===== config.mk =====
export PLATFORM = sky130hd
export DESIGN_NAME = trng_sample_ctrl
export DESIGN_NICKNAME = d
export VERILOG_FILES = /design/src/rtl/trng_pkg.sv /design/src/rtl/trng_tick_gen.sv /design/src/rtl/trng_sample_ctrl.sv
export SDC_FILE = /design/constraint.sdc
export NUM_CORES = 1
export LEC_CHECK = 0
export ABC_AREA = 1
export CELL_PAD_IN_SITES_DETAIL_PLACEMENT = 1
export CELL_PAD_IN_SITES_GLOBAL_PLACEMENT = 1
export CORE_UTILIZATION = 43
export DETAILED_ROUTE_END_ITERATION = 10
export PLACE_DENSITY_LB_ADDON = 0.3
export SLEW_MARGIN = 20
export SYNTH_ARGS = -nofsm -noshare
export SYNTH_HDL_FRONTEND = slang
export SYNTH_SLANG_ARGS = --single-unit

===== constraint.sdc =====
create_clock -name clk_in -period 2.9 [get_ports clk_in]
set_input_delay 0.58 -clock clk_in [delete_from_list [all_inputs] [get_ports clk_in]]
set_output_delay 0.58 -clock clk_in [all_outputs]
set_load 0.1 [all_outputs]

===== src/rtl/trng_pkg.sv =====
// Shared state encoding and default sizing for the TRNG sampling controller.
package trng_pkg;

  typedef enum logic [2:0] {
    ST_IDLE,
    ST_WARMUP,
    ST_SAMPLE,
    ST_OUTPUT,
    ST_FAULT
  } state_e;

  localparam int WORD_W_DEF       = 8;
  localparam int DIV_W_DEF        = 22;
  localparam int DEFAULT_DIV_DEF  = 2083333;
  localparam int WARMUP_TICKS_DEF = 16;
  localparam int REP_LIMIT_DEF    = 32;

endpackage


===== src/rtl/trng_tick_gen.sv =====
// Programmable tick scheduler: one-cycle tick every div_reg+1 cycles, counter parked at 0 while held.
module trng_tick_gen
  import trng_pkg::*;
#(
  parameter int DIV_W       = DIV_W_DEF,
  parameter int DEFAULT_DIV = DEFAULT_DIV_DEF
) (
  input  logic             clk_in,
  input  logic             reset,
  input  logic             hold_i,
  input  logic             load_i,
  input  logic [DIV_W-1:0] value_i,
  output logic             tick_o
);

  logic [DIV_W-1:0] div_q, div_d;
  logic [DIV_W-1:0] cnt_q, cnt_d;

  // Divider is only writable while held, so the counter can never sit above a shrunken limit.
  always_comb begin
    div_d = div_q;
    cnt_d = cnt_q;
    if (hold_i) begin
      cnt_d = '0;
      if (load_i) div_d = value_i;
    end else if (cnt_q == div_q) begin
      cnt_d = '0;
    end else begin
      cnt_d = cnt_q + 1'b1;
    end
  end

  always_ff @(posedge clk_in) begin
    if (reset) begin
      div_q <= DIV_W'(DEFAULT_DIV);
      cnt_q <= '0;
    end else begin
      div_q <= div_d;
      cnt_q <= cnt_d;
    end
  end

  assign tick_o = !hold_i && (cnt_q == div_q);

endmodule


===== src/rtl/trng_sample_ctrl.sv =====
// TRNG sampling sequencer: synchroniser, warm-up/sample/output FSM, word handshake.
// Optional repetition-count health test enabled by defining TRNG_HEALTH_EN.
module trng_sample_ctrl
  import trng_pkg::*;
#(
  parameter int WORD_W       = WORD_W_DEF,
  parameter int DIV_W        = DIV_W_DEF,
  parameter int DEFAULT_DIV  = DEFAULT_DIV_DEF,
  parameter int WARMUP_TICKS = WARMUP_TICKS_DEF,
  parameter int REP_LIMIT    = REP_LIMIT_DEF
) (
  input  logic              clk_in,
  input  logic              reset,
  input  logic              enable,
  input  logic              div_load,
  input  logic [DIV_W-1:0]  div_value,
  input  logic              raw_bit,
  output logic [WORD_W-1:0] word_out,
  output logic              word_valid,
  input  logic              word_ready,
  output logic              busy,
  output logic              health_fail
);

  localparam int WARM_W = $clog2(WARMUP_TICKS + 1);
  localparam int BIT_W  = $clog2(WORD_W);

  if (WORD_W < 2 || WARMUP_TICKS < 1 || REP_LIMIT < 2) begin : g_param_check
    $error("trng_sample_ctrl: illegal parameter value");
  end

  state_e              state_q, state_d;
  logic [WARM_W-1:0]   warm_q, warm_d;
  logic [BIT_W-1:0]    bit_q, bit_d;
  logic [WORD_W-2:0]   shreg_q, shreg_d;
  logic [WORD_W-1:0]   word_q, word_d;
  logic                valid_q, valid_d;
  logic                sync1_q, sync2_q;
  logic                raw_s;
  logic                tick;
  logic                sample_en;
  logic                rep_hit;

  always_ff @(posedge clk_in) begin
    if (reset) begin
      sync1_q <= 1'b0;
      sync2_q <= 1'b0;
    end else begin
      sync1_q <= raw_bit;
      sync2_q <= sync1_q;
    end
  end
  assign raw_s = sync2_q;

  trng_tick_gen #(
    .DIV_W       (DIV_W),
    .DEFAULT_DIV (DEFAULT_DIV)
  ) u_tick (
    .clk_in  (clk_in),
    .reset   (reset),
    .hold_i  (state_q == ST_IDLE),
    .load_i  (div_load),
    .value_i (div_value),
    .tick_o  (tick)
  );

  assign sample_en = (state_q == ST_SAMPLE) && enable && tick;

`ifdef TRNG_HEALTH_EN
  localparam int REP_W = $clog2(REP_LIMIT + 1);
  logic [REP_W-1:0] rep_q, rep_nxt;
  logic             prev_q;

  // Run length carries across word boundaries; only reset clears it.
  assign rep_nxt = (raw_s == prev_q) ? rep_q + 1'b1 : REP_W'(1);
  assign rep_hit = (rep_nxt == REP_W'(REP_LIMIT));

  always_ff @(posedge clk_in) begin
    if (reset) begin
      rep_q  <= '0;
      prev_q <= 1'b0;
    end else if (sample_en) begin
      rep_q  <= rep_nxt;
      prev_q <= raw_s;
    end
  end

  assign health_fail = (state_q == ST_FAULT);
`else
  assign rep_hit     = 1'b0;
  assign health_fail = 1'b0;
`endif

  always_comb begin
    state_d = state_q;
    warm_d  = warm_q;
    bit_d   = bit_q;
    shreg_d = shreg_q;
    word_d  = word_q;
    valid_d = valid_q;
    case (state_q)
      ST_IDLE: begin
        if (enable) begin
          state_d = ST_WARMUP;
          warm_d  = '0;
        end
      end
      ST_WARMUP: begin
        if (!enable) begin
          state_d = ST_IDLE;
        end else if (tick) begin
          if (warm_q == WARM_W'(WARMUP_TICKS - 1)) begin
            state_d = ST_SAMPLE;
            bit_d   = '0;
          end else begin
            warm_d = warm_q + 1'b1;
          end
        end
      end
      ST_SAMPLE: begin
        if (!enable) begin
          state_d = ST_IDLE;
          bit_d   = '0;
        end else if (sample_en) begin
          bit_d = bit_q + 1'b1;
          if (WORD_W > 2) shreg_d = {shreg_q[WORD_W-3:0], raw_s};
          else            shreg_d = raw_s;
          if (rep_hit) begin
            state_d = ST_FAULT;
          end else if (bit_q == BIT_W'(WORD_W - 1)) begin
            state_d = ST_OUTPUT;
            word_d  = {shreg_q, raw_s};
            valid_d = 1'b1;
            bit_d   = '0;
          end
        end
      end
      ST_OUTPUT: begin
        // Enable is only consulted after the pending word has been taken.
        if (valid_q && word_ready) begin
          valid_d = 1'b0;
          bit_d   = '0;
          state_d = enable ? ST_SAMPLE : ST_IDLE;
        end
      end
      ST_FAULT: begin
        valid_d = 1'b0;
      end
      default: begin
        state_d = ST_IDLE;
        valid_d = 1'b0;
      end
    endcase
  end

  always_ff @(posedge clk_in) begin
    if (reset) begin
      state_q <= ST_IDLE;
      warm_q  <= '0;
      bit_q   <= '0;
      shreg_q <= '0;
      word_q  <= '0;
      valid_q <= 1'b0;
    end else begin
      state_q <= state_d;
      warm_q  <= warm_d;
      bit_q   <= bit_d;
      shreg_q <= shreg_d;
      word_q  <= word_d;
      valid_q <= valid_d;
    end
  end

  assign word_out   = word_q;
  assign word_valid = valid_q;
  assign busy       = (state_q != ST_IDLE);

endmodule


**After elaboration in Yosys (flattened, before gate mapping)**

Cells that the tools add are included.

- Register bits: 73
- Output and inout port bits: 11
- Logic and storage cells: 81

- Add/subtract/negate cells: 3
- Equal/unequal tests: 20
- Muxes and demuxes: 28
- Bitwise logic cells: 2
- Reduce and logical (&&, ||, !) cells: 18

Operators by type and width:

| cell | number |
|---|---|
| two-way mux 3 bit | 15 |
| adder 22 x 1 -> 22 bit (second input constant) | 1 |
| == test 22 bit | 1 |
| two-way mux 5 bit | 4 |
| inequality test 2 bit (second input constant) | 8 |
| case mux 3 bit (5 select lines) | 1 |
| case mux 5 bit (2 select lines) | 1 |
| AND reduction 5 bit | 2 |
| inequality test 3 bit (second input constant) | 3 |
| case mux 3 bit (3 select lines) | 1 |
| AND reduction 7 bit | 1 |
| == test 3 x 2 -> 1 bit (second input constant) | 2 |
| == test 3 bit (second input constant) | 2 |
| AND reduction 6 bit | 1 |
| nonzero test 3 bit | 2 |
| adder 5 x 1 -> 5 bit (second input constant) | 1 |
| == test 5 x 4 -> 1 bit (second input constant) | 1 |
| logical AND 1 bit | 4 |
| two-way mux 1 bit | 4 |
| AND reduction 4 bit | 1 |
| adder 3 x 1 -> 3 bit (second input constant) | 1 |
| == test 3 x 1 -> 1 bit (second input constant) | 1 |
| zero test 3 bit | 1 |
| inequality test 3 x 2 -> 1 bit (second input constant) | 1 |
| other kinds (10) | 11 |

**Longest topological paths before layout**

- Depth in word-level cells: 7
- Gate-level depth with buffers: 12
- Depth with buffers taken out: 12

**Cells and area by module**

A second synthesis with hierarchy kept.

- Cells, all modules: 527
- Area total of the unflattened synthesis: 3578.4 µm²

By module, submodules not included:

| module | times used | cells each | area each (µm²) | sequential area each (µm²) |
|---|---|---|---|---|
| trng_tick_gen | 1 | 338 | 2237.1 | 880.8 |
| trng_sample_ctrl | 1 | 189 | 1341.3 | 560.5 |

**Worst setup path before layout**

Ideal clock, no wire load.

- Kind: flip-flop to flip-flop
- From: register state_q[1]
- To: register warm_q[4]
- Setup time: 0.131 ns
- Arrival time: 1.906 ns
- Required time: 2.769 ns
- Path slack: 0.863 ns
- Cell stages (with the launch flop): 9
- Period minus slack after synthesis: 2.037 ns
- Cell sequence: dfxtp_1 -> nor2_1 -> inv_1 -> nor2_1 -> or2_2 -> inv_1 -> nand2_1 -> o21ai_1 -> nor2_1

- Cells in the longest elaborated chain, start to end: 5
- Elaborated cells on any way between the ends: 11

Ends and longest elaborated chain:

| what | RTL line | source |
|---|---|---|
| start: declaration | trng_sample_ctrl.sv:32 | `state_e state_q, state_d;` |
| start signal: assignment | trng_sample_ctrl.sv:165 | `state_q <= state_d;` |
| zero test 3 bit | trng_sample_ctrl.sv:61, trng_sample_ctrl.sv:101 |  |
| zero test 1 bit | trng_tick_gen.sv:43 | `assign tick_o = !hold_i && (cnt_q == div_q);` |
| logical AND 1 bit | trng_tick_gen.sv:43 |  |
| inequality test 2 bit (no source line) | n/a |  |
| AND reduction 5 bit (no source line) | n/a |  |
| end signal: assignment | trng_sample_ctrl.sv:166 | `warm_q <= warm_d;` |
| end: declaration | trng_sample_ctrl.sv:33 | `logic [WARM_W-1:0] warm_q, warm_d;` |

Parallel ways exist; a longest one is shown, timed or not.
A chain may end at the register's enable or synchronous reset.

**Worst setup path after layout**

- From: register u_tick.cnt_q[8]
- To: register u_tick.cnt_q[8]

- Cells in the longest elaborated chain, start to end: 2
- Elaborated cells on any way between the ends: 3

Ends and longest elaborated chain:

| what | RTL line | source |
|---|---|---|
| start: declaration | trng_tick_gen.sv:17 | `logic [DIV_W-1:0] cnt_q, cnt_d;` |
| start signal: assignment | trng_tick_gen.sv:39 | `cnt_q <= cnt_d;` |
| parallel branches: the longest is 2 deep, another holds adder 22 x 1 -> 22 bit | n/a |  |

Several ways; the timed one is not identified.

==> results.py <==
metrics = {
    "status": {
        "status": "finished, final reports clean",
    },
    "pwr": {
        "p_leak_nw": 1.75,
        "irDropWorstVdd_uv": 420,
        "power_mw": 2.83,
        "power_density_nw_per_um2": 687,
    },
    "yosys": {
        "synth_most_common_cell": "nand2_1",
        "syn_area_per_cell_um2": 7.08,
        "synth_cells": 490,
        "yosysTopAreaCell": "dfxtp_1",
        "yosysWarnings": 0,
        "synth_nets": 523,
        "synth.yosys.seq_area_share_pct": 41.5,
        "netlist_area_um2": 3470,
        "synth_cell_types": 38,
        "synth.top_cells.by_area": "dfxtp_1, nand2_1, nor2_1, inv_1, a21oi_1",
        "synthFlopType": "dfxtp_1",
        "ys_seq_elements": 72,
        "synth_top_area_share_pct": 41.5,
        "synth_common_cells": "nand2_1, dfxtp_1, nor2_1",
        "synth_edf_count": 0,
        "async_flop_share_pct": 0,
    },
    "job": {
        "maxCapViolations": 0,
    },
    "clock_tree": {
        "numClockSinks": 72,
        "cts.hold.buffers_added": 0,
        "clk_pin_slew_worst_paths_ns": 0.09,
        "htree_levels": 3,
        "cts_inserted_buffers": 9,
        "cts_root_buffer": "clkbuf_8",
        "post_cts_resized": 0,
        "clock_latency_ns": 0.36,
        "clk_path_buf_depth": 2,
        "cts_tree": "yes",
        "post_cts_buffers": 0,
    },
    "sta": {
        "skew_ns": 0.0122,
        "final.period_utilization_pct": 74.9,
        "tns_ns": 0,
        "slew_viol_final": 0,
        "max_slew_margin_pct": 51.0,
        "rsz0062_at_grt": "no",
        "final_hold_viol_count": 0,
        "max_slew.worst_pin.slew_ns": 0.734,
        "setup_violations": 0,
        "fmax_ghz": 0.460,
        "timing.hold.ws_ns": 0.442,
        "period_minus_slack_ns": 2.17,
        "timing.final.ws_setup_ns": 0.727,
    },
    "cells_and_area": {
        "n_antenna_cell": 0,
        "layout-area-overhead-vs-synth_pct": 18.6,
        "nets": 562,
        "final_util_pct": 53.0,
        "fin_area_um2": 4110,
        "fill_cells": 1039,
        "final_cells": 636,
        "layout-drive-gt1-share_pct": 10.7,
    },
    "placement": {
        "dp.cells": 620,
        "io_buffers": 37,
        "place.gp.congestion": 0.805,
        "place_area_um2": 3910,
        "dp_slack_ns": 0.599,
        "post-dp-hpwl_um": 6300,
    },
    "global_route": {
        "top_usage_layer": "met2",
        "grt_pass1_vias": 3289,
        "grtUsageMet3_pct": 5.31,
        "grt_start_max_net_pins": 40,
        "use_met2_pct": 40.4,
        "grt_pass1_wl_um": 14800,
        "antenna_found_initial": 0,
        "grtUsageMet1_pct": 25.7,
        "grt_util_all_layers_pct": 22.1,
        "grt-ovfl-total": 0,
    },
    "floorplan": {
        "rows": 32,
        "io_pins": 39,
        "die_w_um": 91.8,
        "die_area_um2": 8430,
        "start_util_pct": 44.7,
        "core_area_um2": 7770,
        "die_h_um": 91.8,
    },
    "drt": {
        "vias": 3179,
        "antenna_left": 0,
        "drt_iter0_markers": 77,
        "drc": 0,
        "wl_um": 8510,
        "drt-wirelength-per-cell_um": 13.4,
        "drtPass1Iterations": 4,
        "vias_per_cell": 5.00,
    },
    "worst_setup_path": {
        "worst-path-max-fanout": 16,
        "setup.worst_path.end_class": "flop",
        "arrival_ns": 2.44,
        "worstPathRequired_ns": 3.17,
        "crit_type": "reg -> reg",
        "start_kind": "flop",
    },
    "min_path": {
        "hold_class": "reg -> reg",
    },
}
where the power goes:
part / internal, mW / leakage, nW / switching (mW)
sequential: 1.12 / 0.587 / 0.0877
combinational: 0.263 / 1.06 / 0.537
clock: 0.406 / 0.0964 / 0.418
final cells by class:
class                           instances  area (um2)  share of cell area, %
Multi-Input combinational cell        330        1680                   40.9
Sequential cell                        72        1440                   35.0
Timing Repair Buffer                   41         375                   9.12
Clock buffer                            9         124                   3.01
Clock inverter                          7        80.1                   1.95
Tap cell                              102         128                   3.10
Inverter                               75         282                   6.84
final timing paths:
check / startpoint / endpoint / depth (start not counted) / slack [ns]
max: u_tick.cnt_q[8] / u_tick.cnt_q[8] / 10 / 0.73
min: sync1_q / raw_s / 2 / 0.44
max reg2reg: u_tick.cnt_q[8] / u_tick.cnt_q[8] / 10 / 0.73
min reg2reg: sync1_q / raw_s / 2 / 0.44
cells by family after synthesis:
family,count (synthesis),synth area share [%]
compound gates,77,13.2
xor+xnor,10,2.52
fa+ha+maj,5,1.80
buf+inv,88,9.92
flops,72,41.5
other cells,1,0.108
simple gates,237,30.9
worst max-delay path, cell delays in order, from the launching register on:
cell     delay, ns
dfxtp_1       0.34
inv_1         0.18
nand2_1       0.08
nand2_1       0.07
nor2_1        0.04
nand2_1       0.10
nor2_4        0.06
nand3_4       0.11
nand3_1       0.51
buf_4         0.38
nor3b_1       0.20
flip-flops by register name (all words and copies together) (netlist names):
register,cells
bit_q,3
state_q,2
u_tick.div_q,22
u_tick.cnt_q,22
raw_s,1
sync1_q,1
shreg_q,7
warm_q,5
word_valid,1
word_out,8
cells in the final DEF, fill, tap and decap left out, types with 2 or more instances in the layout:
master / n
o211ai_1: 9
xnor2_1: 2
o21ai_0: 26
and2_0: 2
inv_2: 7
xor2_1: 8
nor2_2: 3
inv_6: 2
buf_4: 14
nand4_1: 7
nand2_1: 114
ha_1: 5
a21oi_1: 31
clkbuf_8: 9
a211oi_1: 3
nor2_1: 70
nand3_1: 16
clkinv_4: 2
dfxtp_1: 72
inv_1: 68
or2_2: 2
nand3b_1: 2
nand3_2: 3
nor2_4: 2
clkdlybuf4s50_1: 27
a211oi_2: 3
clkinvlp_4: 2
nor3_1: 5
nor3b_1: 4
o21a_1: 3
metal layers:
metal	part of all wire [%]	vias to the layer above
li1	-	1620
met3	3.1	10
met4	1.2	0
met2	52	40
met5	0	-
met1	44	1509
No activity file was read; power rests on OpenSTA's default activity.
